## config.mk

```make
export PLATFORM = sky130hd
export DESIGN_NAME = gpio_shift_out
export DESIGN_NICKNAME = d
export VERILOG_FILES = /design/src/rtl/gpio_shift_out.sv
export SDC_FILE = /design/constraint.sdc
export NUM_CORES = 1
export LEC_CHECK = 0
export ABC_AREA = 1
export CAP_MARGIN = 20
export CORE_MARGIN = 3
export CORE_UTILIZATION = 55
export DETAILED_ROUTE_END_ITERATION = 10
export HOLD_SLACK_MARGIN = 0.1
export PLACE_DENSITY_LB_ADDON = 0.1
export SYNTH_ARGS = -nofsm -noshare
export SYNTH_HDL_FRONTEND = slang
export SYNTH_SLANG_ARGS = --single-unit
export TNS_END_PERCENT = 100
```

## constraint.sdc

```tcl
create_clock -name clk -period 2.45 [get_ports clk]
set_input_delay 0.735 -clock clk [delete_from_list [all_inputs] [get_ports clk]]
set_output_delay 0.735 -clock clk [all_outputs]
set_load 0.02 [all_outputs]
```

## src/rtl/gpio_shift_out.sv

```systemverilog
// gpio_shift_out: mirrors a parallel word onto a 74HC595-style chain over sr_clk/sr_data/sr_latch.
// Optional feature macro GPIO_SHIFT_PARITY_EN appends an even-parity bit after the data bits.
module gpio_shift_out #(
    parameter int DATA_W    = 32,
    parameter int CLK_DIV   = 4,
    parameter int MSB_FIRST = 1
) (
    input  logic              clk,
    input  logic              rst,
    input  logic [DATA_W-1:0] gpio_in,
    input  logic              refresh,
    output logic              sr_clk,
    output logic              sr_data,
    output logic              sr_latch,
    output logic              busy,
    output logic              done
);

`ifdef GPIO_SHIFT_PARITY_EN
    localparam int NBITS = DATA_W + 1;
`else
    localparam int NBITS = DATA_W;
`endif
    localparam int BIT_W = $clog2(NBITS + 1);
    localparam int DIV_W = (CLK_DIV > 1) ? $clog2(CLK_DIV) : 1;
    localparam logic [DIV_W-1:0] DIV_LAST = DIV_W'(CLK_DIV - 1);

    typedef enum logic [1:0] {IDLE, SHIFT_LO, SHIFT_HI, LATCH} state_t;

    state_t              state_q, state_d;
    logic [DIV_W-1:0]    div_q, div_d;
    logic [BIT_W-1:0]    bit_q, bit_d;
    logic [DATA_W-1:0]   shadow_q, shadow_d;
    logic [DATA_W-1:0]   last_q, last_d;
    logic                pend_q, pend_d;
    logic                sr_clk_q, sr_clk_d;
    logic                sr_data_q, sr_data_d;
    logic                sr_latch_q, sr_latch_d;
    logic                busy_q, busy_d;
    logic                done_q, done_d;
    logic                start_s;

    // Serial bit at position idx of a transfer; positions past the data carry parity.
    function automatic logic bit_at(input logic [DATA_W-1:0] word, input logic [BIT_W-1:0] idx);
        logic [DATA_W-1:0] mask;
        logic              b;
        mask = {{(DATA_W-1){1'b0}}, 1'b1};
        b    = 1'b0;
        if (idx < BIT_W'(DATA_W)) begin
            if (MSB_FIRST != 0) begin
                mask = mask << (BIT_W'(DATA_W - 1) - idx);
            end else begin
                mask = mask << idx;
            end
            b = |(word & mask);
        end else begin
`ifdef GPIO_SHIFT_PARITY_EN
            b = ^word;
`else
            b = 1'b0;
`endif
        end
        return b;
    endfunction

    assign start_s = (gpio_in != last_q) || pend_q;

    // Next-state and registered-output logic for the transfer sequencer.
    always_comb begin
        state_d    = state_q;
        div_d      = div_q;
        bit_d      = bit_q;
        shadow_d   = shadow_q;
        last_d     = last_q;
        pend_d     = pend_q | refresh;
        sr_clk_d   = sr_clk_q;
        sr_data_d  = sr_data_q;
        sr_latch_d = sr_latch_q;
        busy_d     = busy_q;
        done_d     = 1'b0;
        case (state_q)
            IDLE: begin
                if (start_s) begin
                    // A refresh arriving on the start edge is absorbed by this transfer.
                    shadow_d  = gpio_in;
                    last_d    = gpio_in;
                    pend_d    = 1'b0;
                    busy_d    = 1'b1;
                    sr_data_d = bit_at(gpio_in, BIT_W'(0));
                    bit_d     = BIT_W'(0);
                    div_d     = DIV_W'(0);
                    state_d   = SHIFT_LO;
                end else begin
                    state_d = IDLE;
                end
            end
            SHIFT_LO: begin
                if (div_q == DIV_LAST) begin
                    div_d    = DIV_W'(0);
                    sr_clk_d = 1'b1;
                    state_d  = SHIFT_HI;
                end else begin
                    div_d = div_q + DIV_W'(1);
                end
            end
            SHIFT_HI: begin
                if (div_q == DIV_LAST) begin
                    div_d    = DIV_W'(0);
                    sr_clk_d = 1'b0;
                    if (bit_q < BIT_W'(NBITS - 1)) begin
                        bit_d     = bit_q + BIT_W'(1);
                        sr_data_d = bit_at(shadow_q, bit_q + BIT_W'(1));
                        state_d   = SHIFT_LO;
                    end else begin
                        sr_data_d  = 1'b0;
                        sr_latch_d = 1'b1;
                        state_d    = LATCH;
                    end
                end else begin
                    div_d = div_q + DIV_W'(1);
                end
            end
            LATCH: begin
                if (div_q == DIV_LAST) begin
                    div_d      = DIV_W'(0);
                    sr_latch_d = 1'b0;
                    busy_d     = 1'b0;
                    done_d     = 1'b1;
                    state_d    = IDLE;
                end else begin
                    div_d = div_q + DIV_W'(1);
                end
            end
            default: begin
                state_d = IDLE;
            end
        endcase
    end

    // State and output registers with synchronous active-low reset.
    always_ff @(posedge clk) begin
        if (!rst) begin
            state_q    <= IDLE;
            div_q      <= DIV_W'(0);
            bit_q      <= BIT_W'(0);
            shadow_q   <= '0;
            last_q     <= '0;
            pend_q     <= 1'b0;
            sr_clk_q   <= 1'b0;
            sr_data_q  <= 1'b0;
            sr_latch_q <= 1'b0;
            busy_q     <= 1'b0;
            done_q     <= 1'b0;
        end else begin
            state_q    <= state_d;
            div_q      <= div_d;
            bit_q      <= bit_d;
            shadow_q   <= shadow_d;
            last_q     <= last_d;
            pend_q     <= pend_d;
            sr_clk_q   <= sr_clk_d;
            sr_data_q  <= sr_data_d;
            sr_latch_q <= sr_latch_d;
            busy_q     <= busy_d;
            done_q     <= done_d;
        end
    end

    assign sr_clk   = sr_clk_q;
    assign sr_data  = sr_data_q;
    assign sr_latch = sr_latch_q;
    assign busy     = busy_q;
    assign done     = done_q;

endmodule

```

==> key figures <==
Layout
  • Design area: 3560 um2
  • # nets final: ~530
  • Layout area overhead: 17.8%
  • N_diodes: 0
  • Layout fillers: 460
  • Util after Layout: 68.5%
  • Share of cells above drive strength 1: 13.0%

Min path
  • Hold Crit Class: reg -> reg

Place
  • Placed cell area: around 3500 um2
  • Pre-CTS setup slack: -0.0719 ns
  • IO Port Bufs: 39
  • Placed wire-length estimate: between 5000 and 6000 um
  • Placer Congestion: 0.918

CTS
  • Post-cts resize count: 0
  • CTS Buf Count: 5
  • Reg clk slew, reported paths: 0.09 ns
  • # hold bufs at CTS: 0
  • Total setup buffers inserted after CTS: 0
  • CTS H-Tree Depth: 2
  • CTS tree: built
  • Sink Count: between 40 and 50
  • CTS Buffer Depth: 2
  • Root buffer cell: clkbuf_8
  • Worst skew pair latency: 0.30 ns

Worst setup path
  • Worst Setup EP: last_q[10]$_SDFFE_PN0P_
  • CP Depth: 11
  • Crit path buffers/inverters: 2
  • R2R Path End: sr_data$_SDFFE_PN0P_
  • Setup crit start: gpio_in[6]
  • Worst setup SP type: input pin
  • Worst r2r path cells: 11
  • Top cell by count, worst path: nand2_1
  • Worst setup EP type: register
  • CP peak stage delay: between 0.5 and 0.6 ns
  • Crit-path slowest cell: clkdlybuf4s50_1
  • R2R Setup Slk: ~0.34 ns
  • Crit-path cells: clkdlybuf4s50_1 -> xnor2_1 -> nand2_1 -> nor2_1 -> nand2_1 -> nor2_2 -> nand3_4 -> nand2_8 -> buf_12 -> nand2_1 -> a21oi_1
  • Crit Path Class: in -> reg
  • Worst path required time: around 2.7 ns
  • Crit Path Max Fanout: 26
  • Arr. time, crit path: around 2.5 ns
  • Critical R2R Launch: bit_q[0]$_SDFFE_PN0P_
  • CP top delay family: simple AND/OR/NAND/NOR gates

Floorplanning
  • Die width: between 80 and 90 um
  • Core area: 5200 um2
  • Full die area: 6430 um2
  • FP Rows: 26
  • Initial Util: 58.1%
  • Die Span Y: ~80 um
  • # IOs: 40

Global route
  • Total gr overflow: 0
  • Vias in the first global route: around 2,800
  • Global-route wire length before repair: between 10,000 and 15,000 um
  • Largest net degree at the start of global routing: 27
  • Initial antenna violation count: 0
  • Overall routing resource usage: about a quarter

Power and ir drop
  • Logic pwr share: 21.9%
  • Clock network power share: slightly above 30%
  • Cell Int Power: roughly 0.0013 W
  • Leak pwr: around 1.6 nW
  • Psw: about 0.00055 W
  • Flop pwr share: about 48%
  • Sw Share: 29.6%
  • PwrDens: about 530 nW/um2
  • Peak VDD IR: between 0.0004 and 0.0005 V

Yosys
  • EDFF count, synth: 0
  • Seq/Total Area, Yosys: 31.8%
  • Ranking of synthesized cells by area: dfxtp_1 (32%), nand2_1 (13%), nand3_1 (10%)
  • Most numerous cell in the Yosys netlist: nand2_1
  • Synth top cells by count: nand2_1 (103), nand3_1 (62), dfxtp_1 (48)
  • Cells after synthesis: between 400 and 500
  • Mapped Area: ~3000 um2
  • Async SR Flop Fraction: 0%
  • Post-synthesis net count: slightly below 500
  • Most used DFF post-synth: dfxtp_1
  • Flops & latches, synth: 48
  • Synth area leader: dfxtp_1
  • Proportion of netlist area held by the largest area contributor: 31.8%
  • Yosys warning count: 0
  • Post-synth cell types: 30
  • Syn_area_per_cell: 6.83 um2

Detailed routing
  • Starting DRT DRC Count: approximately 230
  • Vias per cell: 5.37
  • Drt drc: 0
  • Iteration count of the initial detailed-routing pass: 6
  • Via count: about 3,000
  • Routed Antenna Nets: 0
  • Average routed wire per standard cell: around 13 um
  • Post-Route WL: ~7500 um

STA
  • Max-slew violation count: 0
  • Final hold vios: 0
  • Setup WS post-layout: around 0.22 ns
  • Min Hold Slack: ~0.47 ns
  • Setup TNS: 0 ns
  • Final Critical Period: 2.23 ns
  • Final Setup Violations: 0
  • Final period utilization: between 90% and 100%
  • Maximum clock frequency: 0.449 GHz
  • Clock Skews: roughly 0.0041 ns
  • RSZ-0062 raised after global routing: no
  • Slew @ Worst Pin: around 0.87 ns
  • Relative slew slack: between 40% and 50%

Run
  • Max-Cap Viols: 0

Outcome
  • Outcome: finished, final reports clean
cell families (layout without fill, tap and decap cells):
| group | after synthesis | in the layout | share of synthesized area, % |
|---|---|---|---|
| XOR/XNOR | 16 | 16 | 4.63 |
| AND/OR/NAND/NOR | 230 | 230 | 34.2 |
| flip-flops | 48 | 48 | 31.8 |
| AO/OA/AOI/OAI | 72 | 72 | 14.8 |
| adder cells (fa/ha/maj) | 7 | 7 | 2.89 |
| buffers and inverters | 70 | 112 | 11.7 |
stage by stage:
step,instances,power (W)
floorplan,443,0.00118
global placement,547,0.00130
detailed placement,547,0.00131
CTS,555,0.00188
global route,555,0.00197
finish,555,0.00188
registers in the layout (all words and copies together), names as in the netlist:
register	count
busy	1
bit_q	6
done	1
last_q	32
pend_q	1
sr_data	1
state_q	2
sr_latch	1
div_q	2
sr_clk	1
power by group through the flow:
stage | logic, W | clock network, W | registers (W)
6_report | 0.000411 | 0.000574 | 0.000891
2_1_floorplan | 0.000287 | 0 | 0.000895
5_1_grt | 0.000457 | 0.000610 | 0.000898
4_1_cts | 0.000410 | 0.000575 | 0.000890
3_5_place_dp | 0.000407 | 0 | 0.000908
3_3_place_gp | 0.000398 | 0 | 0.000906
worst min-delay path, stage by stage, from the launching register on:
cell and delay (ns):
dfxtp_1 0.32, nand2_1 0.06, a21oi_1 0.05
layer usage:
| metal | GRT usage, % | vias to the layer above | wire length, um |
|---|---|---|---|
| met3 | 4.04 | 21 | 459 |
| met4 | 7.60 | 0 | 153 |
| met2 | 42.7 | 105 | 3540 |
| met1 | 31.0 | 1352 | 3320 |
| li1 | - | 1503 | - |
| met5 | 0 | - | 0 |
area by class of cell:
type / instances / area [um2] / share of cell area [%]
timing repair buffer: 49 / 490 / 13.8
clock inverter: 2 / 35.0 / 0.983
clock buffer: 6 / 72.6 / 2.04
sequential: 48 / 961 / 27.0
tap: 70 / 87.6 / 2.46
multi-input combinational: 325 / 1710 / 48.0
inverter: 55 / 206 / 5.79
worst min-delay path by stage:
stage / start / to / depth (start not counted)
floorplan: div_q[1]$_SDFFE_PN0N_ / div_q[1]$_SDFFE_PN0N_ / 2
global placement: sr_latch$_SDFFE_PN0P_ / sr_latch$_SDFFE_PN0P_ / 2
detailed placement: sr_latch$_SDFFE_PN0P_ / sr_latch$_SDFFE_PN0P_ / 2
CTS: div_q[1]$_SDFFE_PN0N_ / div_q[1]$_SDFFE_PN0N_ / 2
global route: sr_latch$_SDFFE_PN0P_ / sr_latch$_SDFFE_PN0P_ / 2
finish: div_q[1]$_SDFFE_PN0N_ / div_q[1]$_SDFFE_PN0N_ / 2
cell usage in the layout, fill, tap and decap left out, types with 2 or more instances in the layout:
cell type	n
clkdlybuf4s50_1	39
a21oi_1	21
nor2_2	3
xnor2_1	11
nand2_1	103
nand3_1	62
clkbuf_8	5
ha_1	7
xor2_1	5
o21ai_0	4
buf_12	2
nor2_1	44
inv_1	46
nand2_4	2
o21ai_1	20
inv_2	9
a21oi_2	22
o22ai_1	4
dfxtp_1	48
buf_4	8
nand4_1	4
nand2_2	7
Note: power is estimated with default switching activity, not from simulation.
